[config.mk]
export PLATFORM = sky130hd
export DESIGN_NAME = apx_cfg_int_add
export DESIGN_NICKNAME = d
export VERILOG_FILES = /design/src/rtl/apx_cfg_int_add.sv
export SDC_FILE = /design/constraint.sdc
export NUM_CORES = 1
export LEC_CHECK = 0
export ABC_CLOCK_PERIOD_IN_PS = 3300
export BUFFER_PORTS_ARGS = -buffer_cell sky130_fd_sc_hd__buf_4
export CORE_AREA = 2 2 81 83
export CTS_BUF_LIST = sky130_fd_sc_hd__clkbuf_2 sky130_fd_sc_hd__clkbuf_4 sky130_fd_sc_hd__clkbuf_8
export DETAILED_ROUTE_END_ITERATION = 12
export DIE_AREA = 0 0 83 85
export PLACE_DENSITY = 0.8
export SLEW_MARGIN = 10
export SYNTH_ARGS = -nofsm -noshare
export SYNTH_HDL_FRONTEND = slang
export SYNTH_SLANG_ARGS = --single-unit
[constraint.sdc]
create_clock -name clk -period 3.3 [get_ports clk]
set_input_delay 0.99 -clock clk [delete_from_list [all_inputs] [get_ports clk]]
set_output_delay 0.99 -clock clk [all_outputs]
set_load 0.01 [all_outputs]
[src/rtl/apx_cfg_int_add.sv]
`default_nettype none
// ============================================================================
// Module   : apx_cfg_int_add
// Brief    : Two-stage valid/ready unsigned adder. The operator occupies the
//            top OP_BITWIDTH bits of the data path. A run-time configuration
//            register selects how many operand LSBs are zeroed, and whether a
//            carry-out saturates the result or lets it wrap.
// Revision : 1.0  initial release
// ============================================================================
module apx_cfg_int_add #(
    parameter int OP_BITWIDTH        = 16,
    parameter int DATA_PATH_BITWIDTH = 16,
    localparam int TW                = $clog2(OP_BITWIDTH + 1)
) (
    input  logic                          clk,
    input  logic                          rst,        // asynchronous, active-low
    input  logic                          in_valid,
    output logic                          in_ready,
    input  logic [DATA_PATH_BITWIDTH-1:0] a,
    input  logic [DATA_PATH_BITWIDTH-1:0] b,
    input  logic                          cfg_we,
    input  logic [TW-1:0]                 cfg_trunc,
    input  logic                          cfg_sat,
    output logic                          out_valid,
    input  logic                          out_ready,
    output logic [DATA_PATH_BITWIDTH-1:0] c,
    output logic                          c_ovf,
    output logic                          busy
);

    // Number of ignored data-path LSBs below the operator field.
    localparam int c_PAD = DATA_PATH_BITWIDTH - OP_BITWIDTH;

    // Bits at or above the truncation count survive; the rest are zeroed.
    function automatic logic [OP_BITWIDTH-1:0] f_keep_mask(input logic [TW-1:0] trunc);
        logic [OP_BITWIDTH-1:0] m;
        for (int i = 0; i < OP_BITWIDTH; i++) begin
            m[i] = (i >= int'(trunc));
        end
        return m;
    endfunction

    // Configuration register
    logic [TW-1:0]           r_cfg_trunc;
    logic                    r_cfg_sat;

    // Stage 1: masked operands plus the config snapshot of this transaction
    logic                    r_s1_valid;
    logic [OP_BITWIDTH-1:0]  r_s1_a;
    logic [OP_BITWIDTH-1:0]  r_s1_b;
    logic [TW-1:0]           r_s1_trunc;
    logic                    r_s1_sat;

    // Stage 2: final result presented on the output
    logic                          r_s2_valid;
    logic [DATA_PATH_BITWIDTH-1:0] r_c;
    logic                          r_c_ovf;

    logic [TW-1:0]                 w_trunc_clamped;
    logic [OP_BITWIDTH-1:0]        w_in_mask;
    logic [OP_BITWIDTH-1:0]        w_s1_mask;
    logic [OP_BITWIDTH-1:0]        w_op_a;
    logic [OP_BITWIDTH-1:0]        w_op_b;
    logic [OP_BITWIDTH:0]          w_sum;
    logic [OP_BITWIDTH-1:0]        w_res;
    logic [DATA_PATH_BITWIDTH-1:0] w_c_next;
    logic                          w_s2_adv;
    logic                          w_accept;

    // Operator field is the top of each data-path word.
    assign w_op_a = a[DATA_PATH_BITWIDTH-1 -: OP_BITWIDTH];
    assign w_op_b = b[DATA_PATH_BITWIDTH-1 -: OP_BITWIDTH];

    // Handshake: stage 2 frees when empty or drained; stage 1 frees when empty
    // or able to move into stage 2. in_ready never looks at in_valid.
    assign w_s2_adv = !r_s2_valid || out_ready;
    assign in_ready = !r_s1_valid || w_s2_adv;
    assign w_accept = in_valid && in_ready;

    // Truncation beyond the operator width means every bit is dropped.
    assign w_trunc_clamped = (cfg_trunc > TW'(OP_BITWIDTH)) ? TW'(OP_BITWIDTH) : cfg_trunc;

    // Masks: one for incoming operands, one for the saturation pattern.
    assign w_in_mask = f_keep_mask(r_cfg_trunc);
    assign w_s1_mask = f_keep_mask(r_s1_trunc);

    // Add at operator width plus carry; saturation replaces the result with
    // all-ones in the untruncated bits so truncated bits remain zero.
    assign w_sum    = {1'b0, r_s1_a} + {1'b0, r_s1_b};
    assign w_res    = (r_s1_sat && w_sum[OP_BITWIDTH]) ? w_s1_mask : w_sum[OP_BITWIDTH-1:0];
    assign w_c_next = DATA_PATH_BITWIDTH'(w_res) << c_PAD;

    // Configuration register load; a write affects only later accepts.
    always_ff @(posedge clk or negedge rst) begin
        if (!rst) begin
            r_cfg_trunc <= '0;
            r_cfg_sat   <= 1'b0;
        end else if (cfg_we) begin
            r_cfg_trunc <= w_trunc_clamped;
            r_cfg_sat   <= cfg_sat;
        end
    end

    // Stage 1: capture masked operands with the pre-edge config.
    always_ff @(posedge clk or negedge rst) begin
        if (!rst) begin
            r_s1_valid <= 1'b0;
            r_s1_a     <= '0;
            r_s1_b     <= '0;
            r_s1_trunc <= '0;
            r_s1_sat   <= 1'b0;
        end else if (w_accept) begin
            r_s1_valid <= 1'b1;
            r_s1_a     <= w_op_a & w_in_mask;
            r_s1_b     <= w_op_b & w_in_mask;
            r_s1_trunc <= r_cfg_trunc;
            r_s1_sat   <= r_cfg_sat;
        end else if (w_s2_adv) begin
            r_s1_valid <= 1'b0;
        end
    end

    // Stage 2: register result and carry; hold while stalled downstream.
    always_ff @(posedge clk or negedge rst) begin
        if (!rst) begin
            r_s2_valid <= 1'b0;
            r_c        <= '0;
            r_c_ovf    <= 1'b0;
        end else if (w_s2_adv) begin
            r_s2_valid <= r_s1_valid;
            if (r_s1_valid) begin
                r_c     <= w_c_next;
                r_c_ovf <= w_sum[OP_BITWIDTH];
            end
        end
    end

    assign out_valid = r_s2_valid;
    assign c         = r_c;
    assign c_ovf     = r_c_ovf;
    assign busy      = r_s1_valid || r_s2_valid;

endmodule
`default_nettype wire
# == Word-level counts from Yosys, hierarchy flattened ==
# Cells that the tools add are included.
# word_totals
in_bits,43
reg_bits,63
word_cells,59
output_inout_bits,20
# classes
n_lt_le_gt_ge,33
n_bitwise,2
n_reduce_logical,9
muxes,4
add_sub_neg,1
# ops
operator,count
"greater-or-equal comparator 4 x 5 -> 1 bit, first input constant",16
"greater-or-equal comparator 3 x 5 -> 1 bit, first input constant",8
AND 16 bit,2
"greater-or-equal comparator 1 x 5 -> 1 bit, first input constant",4
"greater-or-equal comparator 2 x 5 -> 1 bit, first input constant",4
adder 16 x 16 -> 17 bit,1
2-to-1 mux 16 bit,1
"greater-than comparator 5 bit, second input constant",1
2-to-1 mux 5 bit,1
logical OR 1 bit,3
logical AND 1 bit,2
zero test 1 bit,2
2-to-1 mux 1 bit,2
AND reduction 2 bit,1
nonzero test 2 bit,1

# == Longest topological paths before layout ==
# Gate-level depths: netlist of the first run.
# logic_depth
depth_word,5
ltp_mapped,10
depth_no_buf,9

# == Worst setup path before layout of the first run ==
# Ideal clock, no wire load.
# synth_timing
path_type,register to register
startpoint,register r_s1_a[0]
endpoint,"register r_c[8], in the netlist c[8]"
setup_ns,0.121
t_required_ns,3.179
n_path_buf,1
period_less_slack_ns,2.593
slack_ns,0.707
arrival_time_ns,2.472
path_stages_with_launch,11
path_cell_list,dfrtp_1 ha_1 fa_1 a211oi_1 o21ai_0 o211a_1 o31ai_4 buf_6 nor3_1 a211oi_2 nor2_1
# synth_via
elab_chain_cells,3
# synth_rtl
item,line_no,source
"start, declared",49,logic [OP_BITWIDTH-1:0] r_s1_a;
"start signal, assigned",114,r_s1_a <= w_op_a & w_in_mask;
adder 16 x 16 -> 17 bit *,89,"assign w_sum = {1'b0, r_s1_a} + {1'b0, r_s1_b};"
logical AND 1 bit,90,assign w_res = (r_s1_sat && w_sum[OP_BITWIDTH]) ? w_s1_mask : w_sum[OP_BITWIDTH-1:0];
2-to-1 mux 16 bit *,90,
"end signal, assigned",132,r_c <= w_c_next;
"end, declared",56,logic [DATA_PATH_BITWIDTH-1:0] r_c;
# Every way passes the cells marked *; elsewhere a longest branch is shown, timed or not.
# A chain may end at the register's enable or synchronous reset.

# == Worst setup path in the final report of the first run ==
# layout_timing
startpoint,register r_s1_a[0]
endpoint,"register r_c[5], in the netlist c[5]"
# The elaborated chain is that of the path after synthesis.

==> flow_metrics.py, run 1 <==
metrics = {
    "route": {
        "drtIter0Drc": 124,
        "routed_wirelength_mm": 7.70,
        "drc": 0,
        "vias": 2956,
        "via_per_inst": 5.92,
        "wl_per_cell_um": 15.4,
        "postRouteAntennaNets": 0,
        "drtPass1Iterations": 4,
    },
    "floorplan": {
        "die_area_sq_um": 7060,
        "die_x_um": 83,
        "num_rows": 29,
        "core_area_sq_um": 6200,
        "initial_core_util": 0.558,
        "io_pins": 63,
        "dieHeight_um": 85,
    },
    "setup_path": {
        "critPathMaxFanout": 25,
        "startpoint_type": "register",
        "crit_arrival_ns": 3.01,
        "reg2regPathDepth": 10,
        "endpoint_kind": "register",
        "cp.required_ns": 3.50,
        "worstSetupPathType": "register to register",
    },
    "finish": {
        "ff_latch_area_sq_um": 1580,
        "final_cell_area_sq_um": 4190,
        "multi_input_area_sq_um": 1770,
        "most-common-layout-cells": "66 x buf_4, 63 x dfrtp_1, 48 x nand2_1",
        "diodes": 0,
        "finalNetCount": 477,
        "mostFrequentLayoutCell": "buf_4",
        "n_fill_cell": 524,
        "drive_gt1_frac": 0.225,
        "area_delta_synth_final_pct": 21.0,
    },
    "synth": {
        "yosysUniqueCellTypes": 52,
        "synth-edff-count": 0,
        "synth.avg_cell_area_sq_um": 9.56,
        "ys_async_sr_fraction": 1.00,
        "synth_area_sq_um": 3460,
        "synthCells": 362,
        "syn_nets": 422,
        "synth_top_flop_cell": "dfrtp_1",
        "ys_ff_latch": 63,
        "ys_warn_count": 0,
        "ys_seq_area_frac": 0.456,
    },
    "job": {
        "cap_violations": 0,
    },
    "clocking": {
        "cts.sinks": 63,
        "postCtsHoldBufs": 0,
        "cts_setup_buffers": 0,
        "cts_resized": 0,
        "cts_tree": "built",
        "cts.htree.levels": 3,
        "clockBufferDepth": 2,
        "tritoncts.num_buffers": 9,
        "clock-root-buffer": "clkbuf_8",
        "cts.clk_slew.worst_paths_ns": 0.07,
        "clk_latency_ns": 0.35,
    },
    "sta": {
        "worstMarginPinSlew_ns": 0.759,
        "setup_violations": 0,
        "layout_min_cycle_time_ns": 2.81,
        "setup_tns_ns": 0,
        "rsz0062_at_grt": "no",
        "maxSlewHeadroom": 0.494,
        "max_freq_mhz": 356,
        "finalCritPeriodShare": 0.852,
        "finalHoldViolCount": 0,
        "final-max-slew-violation-count": 0,
        "clock_skew_ns": 0.00965,
    },
    "grt": {
        "grt_pass1_vias": 2924,
        "grt_pass1_wl_mm": 13.4,
        "antenna_found_initial": 0,
        "grt_remaining_overflow": 0,
        "grt.total_usage": 0.238,
        "grt_max_degree": 64,
    },
    "placed_design": {
        "place.gp.congestion": 0.804,
        "place_area_sq_um": 3960,
        "hpwl_mm": 5.75,
        "io_buffers": 62,
    },
    "min_path": {
        "holdPathStages": 2,
        "holdCritPathClass": "register to register",
    },
    "power": {
        "ir_drop_mv": 0.409,
        "leakagePower_nw": 2.01,
        "p_per_area_nw_per_um2": 589,
    },
    "run_status": {
        "outcome": "finished, final reports clean",
    },
}
-- state kept, by name (all words and copies together) (netlist names) --
signal and cells:
c 16, c_ovf 1, r_s1_sat 1, r_cfg_sat 1, out_valid 1, r_cfg_trunc 5
r_s1_valid 1, r_s1_a 16, r_s1_b 16, r_s1_trunc 5
-- critical path, cell delays in order (launching register included) --
cell,delay (ns)
dfrtp_1,0.39
ha_1,0.23
fa_1,0.42
a211oi_1,0.25
o21ai_0,0.26
o211a_1,0.32
o31ai_4,0.18
buf_4,0.29
a211oi_1,0.08
a21oi_1,0.15
o21ai_0,0.08
-- area by class of cell --
type | instances | area share
clock buffer | 10 | 0.0329
clock inverter | 6 | 0.0221
inverter | 5 | 0.00448
multi-input combinational | 272 | 0.423
sequential | 63 | 0.377
tap | 77 | 0.0230
timing repair buffer | 66 | 0.118
-- final timing paths --
path | endpoint | slack, ns | startpoint
max | c[5]$_DFFE_PN0P_ | 0.49 | r_s1_a[0]$_DFFE_PN0P_
min in group asynchronous | out_valid$_DFFE_PN0P_ | 0.71 | rst
min | c[5]$_DFFE_PN0P_ | 0.48 | c[5]$_DFFE_PN0P_
max in group asynchronous | r_s1_a[15]$_DFFE_PN0P_ | 2.09 | rst
min reg2reg | c[5]$_DFFE_PN0P_ | 0.48 | c[5]$_DFFE_PN0P_
max reg2reg | c[5]$_DFFE_PN0P_ | 0.49 | r_s1_a[0]$_DFFE_PN0P_
-- cells in the mapped netlist (5+ instances only) --
library cell	instances	area share
ha_1	16	0.058
xor2_1	8	0.020
a21o_1	9	0.020
nand2_1	49	0.053
a21oi_1	25	0.036
dfrtp_1	63	0.46
nand3b_1	6	0.013
nor3_1	7	0.010
clkbuf_1	16	0.017
nor2_1	24	0.026
a211oi_1	5	0.011
o21a_1	6	0.013
nand2b_1	5	0.0090
a31oi_1	5	0.0090
inv_1	5	0.0054
xnor2_1	6	0.015
o21ai_0	32	0.046
a22o_1	18	0.046
-- cell families after synthesis --
group / after synthesis / share of synthesized area
AO/OA/AOI/OAI: 127 / 0.252
AND/OR/NAND/NOR: 110 / 0.147
flip-flops: 63 / 0.456
buffers and inverters: 27 / 0.0340
adder cells (fa/ha/maj): 17 / 0.0636
XOR/XNOR: 14 / 0.0354
multiplexers: 4 / 0.0130
-- metal layers --
metal | wire (um) | GRT usage | part of all wire
met5 | 0 | 0 | 0
met4 | 187 | 0.124 | 0.024
met1 | 3550 | 0.318 | 0.46
met3 | 389 | 0.0379 | 0.051
met2 | 3570 | 0.380 | 0.46
-- report_power, final --
group / switching [W] / total (W) / internal, W
Clock: 0.000321 / 0.000771 / 0.000449
Combinational: 0.000346 / 0.000673 / 0.000327
Sequential: 0.000116 / 0.00102 / 0.000906
Total: 0.000783 / 0.00247 / 0.00168
-- per-stage QoR --
step	hold WS, ns	setup WS (ns)	total power (W)	instances	util
finish	0.481	0.490	0.00247	499	0.675
detailed placement	0.473	0.529	0.00171	483	0.638
global route	0.516	0.273	0.00261	499	0.675
floorplan	0.454	0.707	0.00144	362	-
global placement	0.462	0.593	0.00169	483	0.638
CTS	0.487	0.496	0.00248	499	0.675
(Power assumes the default switching activity.)
==> run 2: changes to the inputs <==
==> config.mk (replaced) <==
export PLATFORM = sky130hd
export DESIGN_NAME = apx_cfg_int_add
export DESIGN_NICKNAME = d
export VERILOG_FILES = /design/src/rtl/apx_cfg_int_add.sv
export SDC_FILE = /design/constraint.sdc
export NUM_CORES = 1
export LEC_CHECK = 0
export ABC_CLOCK_PERIOD_IN_PS = 2500
export BUFFER_PORTS_ARGS = -buffer_cell sky130_fd_sc_hd__buf_4
export CAP_MARGIN = 5
export CORE_AREA = 2 2 85 87
export CTS_BUF_LIST = sky130_fd_sc_hd__clkbuf_2 sky130_fd_sc_hd__clkbuf_4 sky130_fd_sc_hd__clkbuf_8
export DETAILED_ROUTE_END_ITERATION = 12
export DIE_AREA = 0 0 87 89
export PLACE_DENSITY = 0.77
export SLEW_MARGIN = 10
export SYNTH_ARGS = -nofsm -noshare
export SYNTH_HDL_FRONTEND = slang
export SYNTH_SLANG_ARGS = --single-unit
==> constraint.sdc (replaced) <==
create_clock -name clk -period 2.5 [get_ports clk]
set_input_delay 0.75 -clock clk [delete_from_list [all_inputs] [get_ports clk]]
set_output_delay 0.75 -clock clk [all_outputs]
set_load 0.01 [all_outputs]
==> flow_metrics.py, run 2 (synthesized netlist as in run 1, its figures left out) <==
metrics = {
    "setup_path": {
        "crit_arrival_ns": 2.75,
        "r2r-end": "c[3]$_DFFE_PN0P_",
        "cp.required_ns": 2.73,
        "reg2regPathDepth": 9,
        "crit_family": "compound AO/OA/AOI/OAI gates",
        "worstSetupPathType": "register to register",
        "critPathMaxFanout": 8,
        "r2r_slack_ns": -0.01,
        "slowest_delay_ns": 0.39,
        "timing.critical_path.buf_inv": 2,
        "slowest_stage": "dfrtp_1",
        "worstReg2RegStart": "r_s1_b[11]$_DFFE_PN0P_",
        "worstPathCellList": "ha_1 -> a21o_1 -> a221o_1 -> o31a_1 -> o31ai_4 -> buf_6 -> buf_4 -> o211ai_1 -> o21a_1",
        "startpoint_type": "register",
        "endpoint_kind": "register",
    },
    "floorplan": {
        "initial_core_util": 0.515,
        "die_area_sq_um": 7740,
        "io_pins": 63,
        "die_x_um": 87,
        "num_rows": 30,
        "core_area_sq_um": 6720,
        "dieHeight_um": 89,
    },
    "min_path": {
        "holdCritPathClass": "register to register",
        "hold_start": "c[5]$_DFFE_PN0P_",
        "holdPathStages": 2,
        "holdPathEnd": "c[5]$_DFFE_PN0P_",
    },
    "finish": {
        "area_delta_synth_final_pct": 25.6,
        "diodes": 0,
        "most-common-layout-cells": "84 x buf_4, 63 x dfrtp_1, 48 x nand2_1",
        "n_fill_cell": 564,
        "final_cell_area_sq_um": 4350,
        "finalNetCount": 497,
        "mostFrequentLayoutCell": "buf_4",
        "drive_gt1_frac": 0.276,
    },
    "job": {
        "cap_violations": 0,
    },
    "sta": {
        "max_freq_mhz": 398,
        "final-max-slew-violation-count": 0,
        "clock_skew_ns": 0.00811,
        "final.setup.worst_slack_ns": -0.0103,
        "rsz0062_at_grt": "yes",
        "whs_ns": 0.478,
        "setup_violations": 1,
        "worstMarginPinSlew_ns": 0.777,
        "layout_min_cycle_time_ns": 2.51,
        "setup_tns_ns": -0.0103,
        "finalCritPeriodShare": 1.00,
        "finalHoldViolCount": 0,
        "maxSlewHeadroom": 0.482,
    },
    "grt": {
        "grt_remaining_overflow": 0,
        "antenna_found_initial": 0,
        "grt_pass1_vias": 2771,
        "grt_pass1_wl_mm": 13.2,
        "grt.total_usage": 0.220,
        "grt_max_degree": 64,
    },
    "route": {
        "postRouteAntennaNets": 0,
        "drc": 0,
        "drtIter0Drc": 178,
        "routed_wirelength_mm": 8.11,
        "wl_per_cell_um": 15.5,
        "drtPass1Iterations": 4,
        "vias": 2992,
        "via_per_inst": 5.73,
    },
    "clocking": {
        "clock-root-buffer": "clkbuf_8",
        "cts.htree.levels": 3,
        "cts.clk_slew.worst_paths_ns": 0.07,
        "cts_tree": "built",
        "tritoncts.num_buffers": 9,
        "clk_latency_ns": 0.34,
        "clockBufferDepth": 2,
        "postCtsHoldBufs": 0,
        "cts.sinks": 63,
    },
    "placed_design": {
        "dp_worst_setup_slack_ns": -0.0624,
        "place.gp.congestion": 0.845,
        "place_area_sq_um": 4050,
        "io_buffers": 62,
        "hpwl_mm": 6.10,
    },
    "power": {
        "ir_drop_mv": 0.349,
        "p_per_area_nw_per_um2": 723,
        "leakagePower_nw": 2.10,
    },
    "run_status": {
        "outcome": "complete, but fails checks",
        "violations": "setup timing",
    },
}
==> run 2: repair_timing <==
action	4_1_cts	5_1_grt
gates cloned	0	2
pin swaps	2	11
resized for setup	1	12
endpoints found under the hold margin	0	0
setup endpoints to repair	9	16
setup buffers	1	6
==> run 2: how the worst max path moves through the flow <==
stage,endpoint,start,cells after the start
detailed placement,c[0]$_DFFE_PN0P_,r_s1_a[0]$_DFFE_PN0P_,10
CTS,c[14]$_DFFE_PN0P_,r_s1_a[13]$_DFFE_PN0P_,8
finish,c[3]$_DFFE_PN0P_,r_s1_b[11]$_DFFE_PN0P_,9
global placement,c[2]$_DFFE_PN0P_,r_s1_a[0]$_DFFE_PN0P_,10
global route,c[0]$_DFFE_PN0P_,r_s1_b[11]$_DFFE_PN0P_,10
floorplan,c[8]$_DFFE_PN0P_,r_s1_a[0]$_DFFE_PN0P_,10
==> run 2: area by class of cell <==
class | count | area, sq um | share of cell area
clock buffer | 13 | 166 | 0.0383
clock inverter | 3 | 17.5 | 0.00403
inverter | 5 | 18.8 | 0.00432
multi-input combinational | 272 | 1810 | 0.417
sequential | 63 | 1580 | 0.363
tap | 80 | 100 | 0.0230
timing repair buffer | 86 | 653 | 0.150
==> run 2: where the power goes <==
group	internal (W)	leakage, nW	switching, W
registers	0.00120	0.804	0.000157
logic	0.000483	1.20	0.000484
clock network	0.000433	0.0963	0.000387
total	0.00211	2.10	0.00103
==> run 2: worst reg2reg max path, cell delays in order (launching register included) <==
cell and delay (ns):
dfrtp_1 0.39, ha_1 0.32, a21o_1 0.20, a221o_1 0.35, o31a_1 0.29, o31ai_4 0.30, buf_6 0.16, buf_4 0.14
o211ai_1 0.11, o21a_1 0.14
==> run 2: through the flow <==
| step | total power, W | cells | util |
|---|---|---|---|
| floorplan | 0.00191 | 362 | - |
| global placement | 0.00226 | 497 | 0.603 |
| detailed placement | 0.00230 | 497 | 0.603 |
| CTS | 0.00312 | 514 | 0.632 |
| global route | 0.00332 | 522 | 0.647 |
| finish | 0.00314 | 522 | 0.647 |
==> run 2: metal layers <==
metal,vias up,GRT usage,wire (um)
li1,1472,-,-
met1,1420,0.289,3770
met2,89,0.367,3830
met3,11,0.0499,406
met4,0,0.0611,104
met5,-,0,0
==> run 3: changes to the inputs <==
--- a/config.mk
+++ b/config.mk
@@ -8,11 +8,11 @@
 export ABC_CLOCK_PERIOD_IN_PS = 2500
 export BUFFER_PORTS_ARGS = -buffer_cell sky130_fd_sc_hd__buf_4
 export CAP_MARGIN = 5
-export CORE_AREA = 2 2 85 87
+export CORE_AREA = 2 2 61 121
 export CTS_BUF_LIST = sky130_fd_sc_hd__clkbuf_2 sky130_fd_sc_hd__clkbuf_4 sky130_fd_sc_hd__clkbuf_8
 export DETAILED_ROUTE_END_ITERATION = 12
-export DIE_AREA = 0 0 87 89
-export PLACE_DENSITY = 0.77
+export DIE_AREA = 0 0 63 123
+export PLACE_DENSITY = 0.76
 export SLEW_MARGIN = 10
 export SYNTH_ARGS = -nofsm -noshare
 export SYNTH_HDL_FRONTEND = slang
==> constraint.sdc (replaced) <==
create_clock -name clk -period 2.5 [get_ports clk]
set_input_delay 0.75 -clock clk [delete_from_list [all_inputs] [get_ports clk]]
set_output_delay 0.75 -clock clk [all_outputs]
set_load 0.05 [all_outputs]
==> flow_metrics.py, run 3 (synthesized netlist as in run 1, its figures left out) <==
metrics = {
    "grt": {
        "grt.total_usage": 0.240,
        "grt_pass1_wl_mm": 14.4,
        "grt_max_degree": 64,
        "antenna_found_initial": 0,
        "grt_remaining_overflow": 0,
        "grt_pass1_vias": 3047,
    },
    "clocking": {
        "cts_tree": "built",
        "cts.sinks": 63,
        "clockBufferDepth": 2,
        "clock-root-buffer": "clkbuf_8",
        "tritoncts.num_buffers": 9,
        "postCtsHoldBufs": 0,
        "clk_latency_ns": 0.35,
        "cts.htree.levels": 3,
        "cts.clk_slew.worst_paths_ns": 0.07,
    },
    "setup_path": {
        "critPathMaxFanout": 7,
        "cp.required_ns": 2.73,
        "endpoint_kind": "register",
        "worstSetupPathType": "register to register",
        "startpoint_type": "register",
        "crit_arrival_ns": 2.74,
    },
    "floorplan": {
        "initial_core_util": 0.507,
        "core_area_sq_um": 6830,
        "dieHeight_um": 123,
        "io_pins": 63,
        "num_rows": 43,
        "die_area_sq_um": 7750,
        "die_x_um": 63,
    },
    "finish": {
        "mostFrequentLayoutCell": "buf_4",
        "finalNetCount": 496,
        "diodes": 0,
        "most-common-layout-cells": "79 x buf_4, 63 x dfrtp_1, 47 x nand2_1",
        "area_delta_synth_final_pct": 28.2,
        "drive_gt1_frac": 0.286,
        "n_fill_cell": 573,
    },
    "sta": {
        "clock_skew_ns": 0.0108,
        "final-max-slew-violation-count": 0,
        "whs_ns": 0.462,
        "maxSlewHeadroom": 0.479,
        "layout_min_cycle_time_ns": 2.51,
        "finalHoldViolCount": 0,
        "worstMarginPinSlew_ns": 0.782,
        "rsz0062_at_grt": "yes",
        "finalCritPeriodShare": 1.00,
        "setup_violations": 2,
        "final.setup.worst_slack_ns": -0.00746,
        "max_freq_mhz": 399,
    },
    "placed_design": {
        "dp_worst_setup_slack_ns": -0.00490,
        "io_buffers": 62,
        "place.gp.congestion": 0.821,
        "hpwl_mm": 6.53,
    },
    "route": {
        "drtPass1Iterations": 4,
        "routed_wirelength_mm": 8.69,
        "wl_per_cell_um": 16.4,
        "drtIter0Drc": 155,
        "drc": 0,
        "vias": 3009,
        "postRouteAntennaNets": 0,
        "via_per_inst": 5.67,
    },
    "run_status": {
        "outcome": "complete, but fails checks",
        "violations": "setup timing",
    },
    "min_path": {
        "holdCritPathClass": "primary input to asynchronous set/reset pin",
    },
    "job": {
        "cap_violations": 0,
    },
    "power": {
        "leakagePower_nw": 2.12,
        "p_total_w": 0.00349,
        "p_per_area_nw_per_um2": 787,
        "ir_drop_mv": 0.368,
    },
}
## run 3: what timing repair did
item	in CTS	in global routing
setup endpoints to repair	2	16
cloned	2	0
pin swaps	3	1
gates resized for setup	4	16
buffers inserted	1	7
## run 3: critical path, stage by stage, from the launching register on
cell       delay, ns
dfrtp_1         0.39
ha_1            0.32
a21o_1          0.19
a221o_1         0.33
o31a_1          0.30
o31ai_4         0.32
buf_6           0.15
buf_12          0.11
a2111oi_1       0.06
a21oi_1         0.14
o21ai_1         0.08
## run 3: power breakdown
group          internal (W)  leakage (nW)  total [W]  switching [W]
Sequential          0.00120         0.804    0.00135       0.000155
Clock              0.000440        0.0946   0.000845       0.000405
Combinational      0.000511          1.22    0.00129       0.000783
## run 3: metrics by stage
step                      area [sq um]  instances   util  TNS [ns]
after floorplan                   3470        362      -         0
after global placement            4080        505  0.597         0
final                             4440        531  0.649   -0.0122
after global routing              4440        531  0.649    -0.751
after detailed placement          4080        505  0.597  -0.00558
after CTS                         4360        524  0.639  -0.00212
## run 3: layer usage
| layer | up-vias | track usage | share of wire |
|---|---|---|---|
| met3 | 21 | 0.0528 | 0.047 |
| met5 | - | 0 | 0 |
| met2 | 107 | 0.438 | 0.54 |
| met4 | 0 | 0.132 | 0.038 |
| li1 | 1466 | - | - |
| met1 | 1415 | 0.252 | 0.38 |
## run 3: layout make-up
class	instances	area (sq um)	share of cell area
inverters	5	18.8	0.00423
clock inverters	4	28.8	0.00649
multi-input cells	272	1820	0.411
repair buffers	85	711	0.160
clock buffers	12	165	0.0372
well taps	90	113	0.0254
flip-flops and latches	63	1580	0.355
## run 3: worst paths after layout
path	start	to	slack, ns	cells past startpoint
max	r_s1_a[11]$_DFFE_PN0P_	c[11]$_DFFE_PN0P_	-0.007	10
min	rst	out_valid$_DFFE_PN0P_	0.46	1
max reg2reg	r_s1_a[11]$_DFFE_PN0P_	c[11]$_DFFE_PN0P_	-0.007	10
min reg2reg	c[5]$_DFFE_PN0P_	c[5]$_DFFE_PN0P_	0.49	2
max in group asynchronous	rst	c[10]$_DFFE_PN0P_	1.50	1
min in group clk	c[5]$_DFFE_PN0P_	c[5]$_DFFE_PN0P_	0.49	2
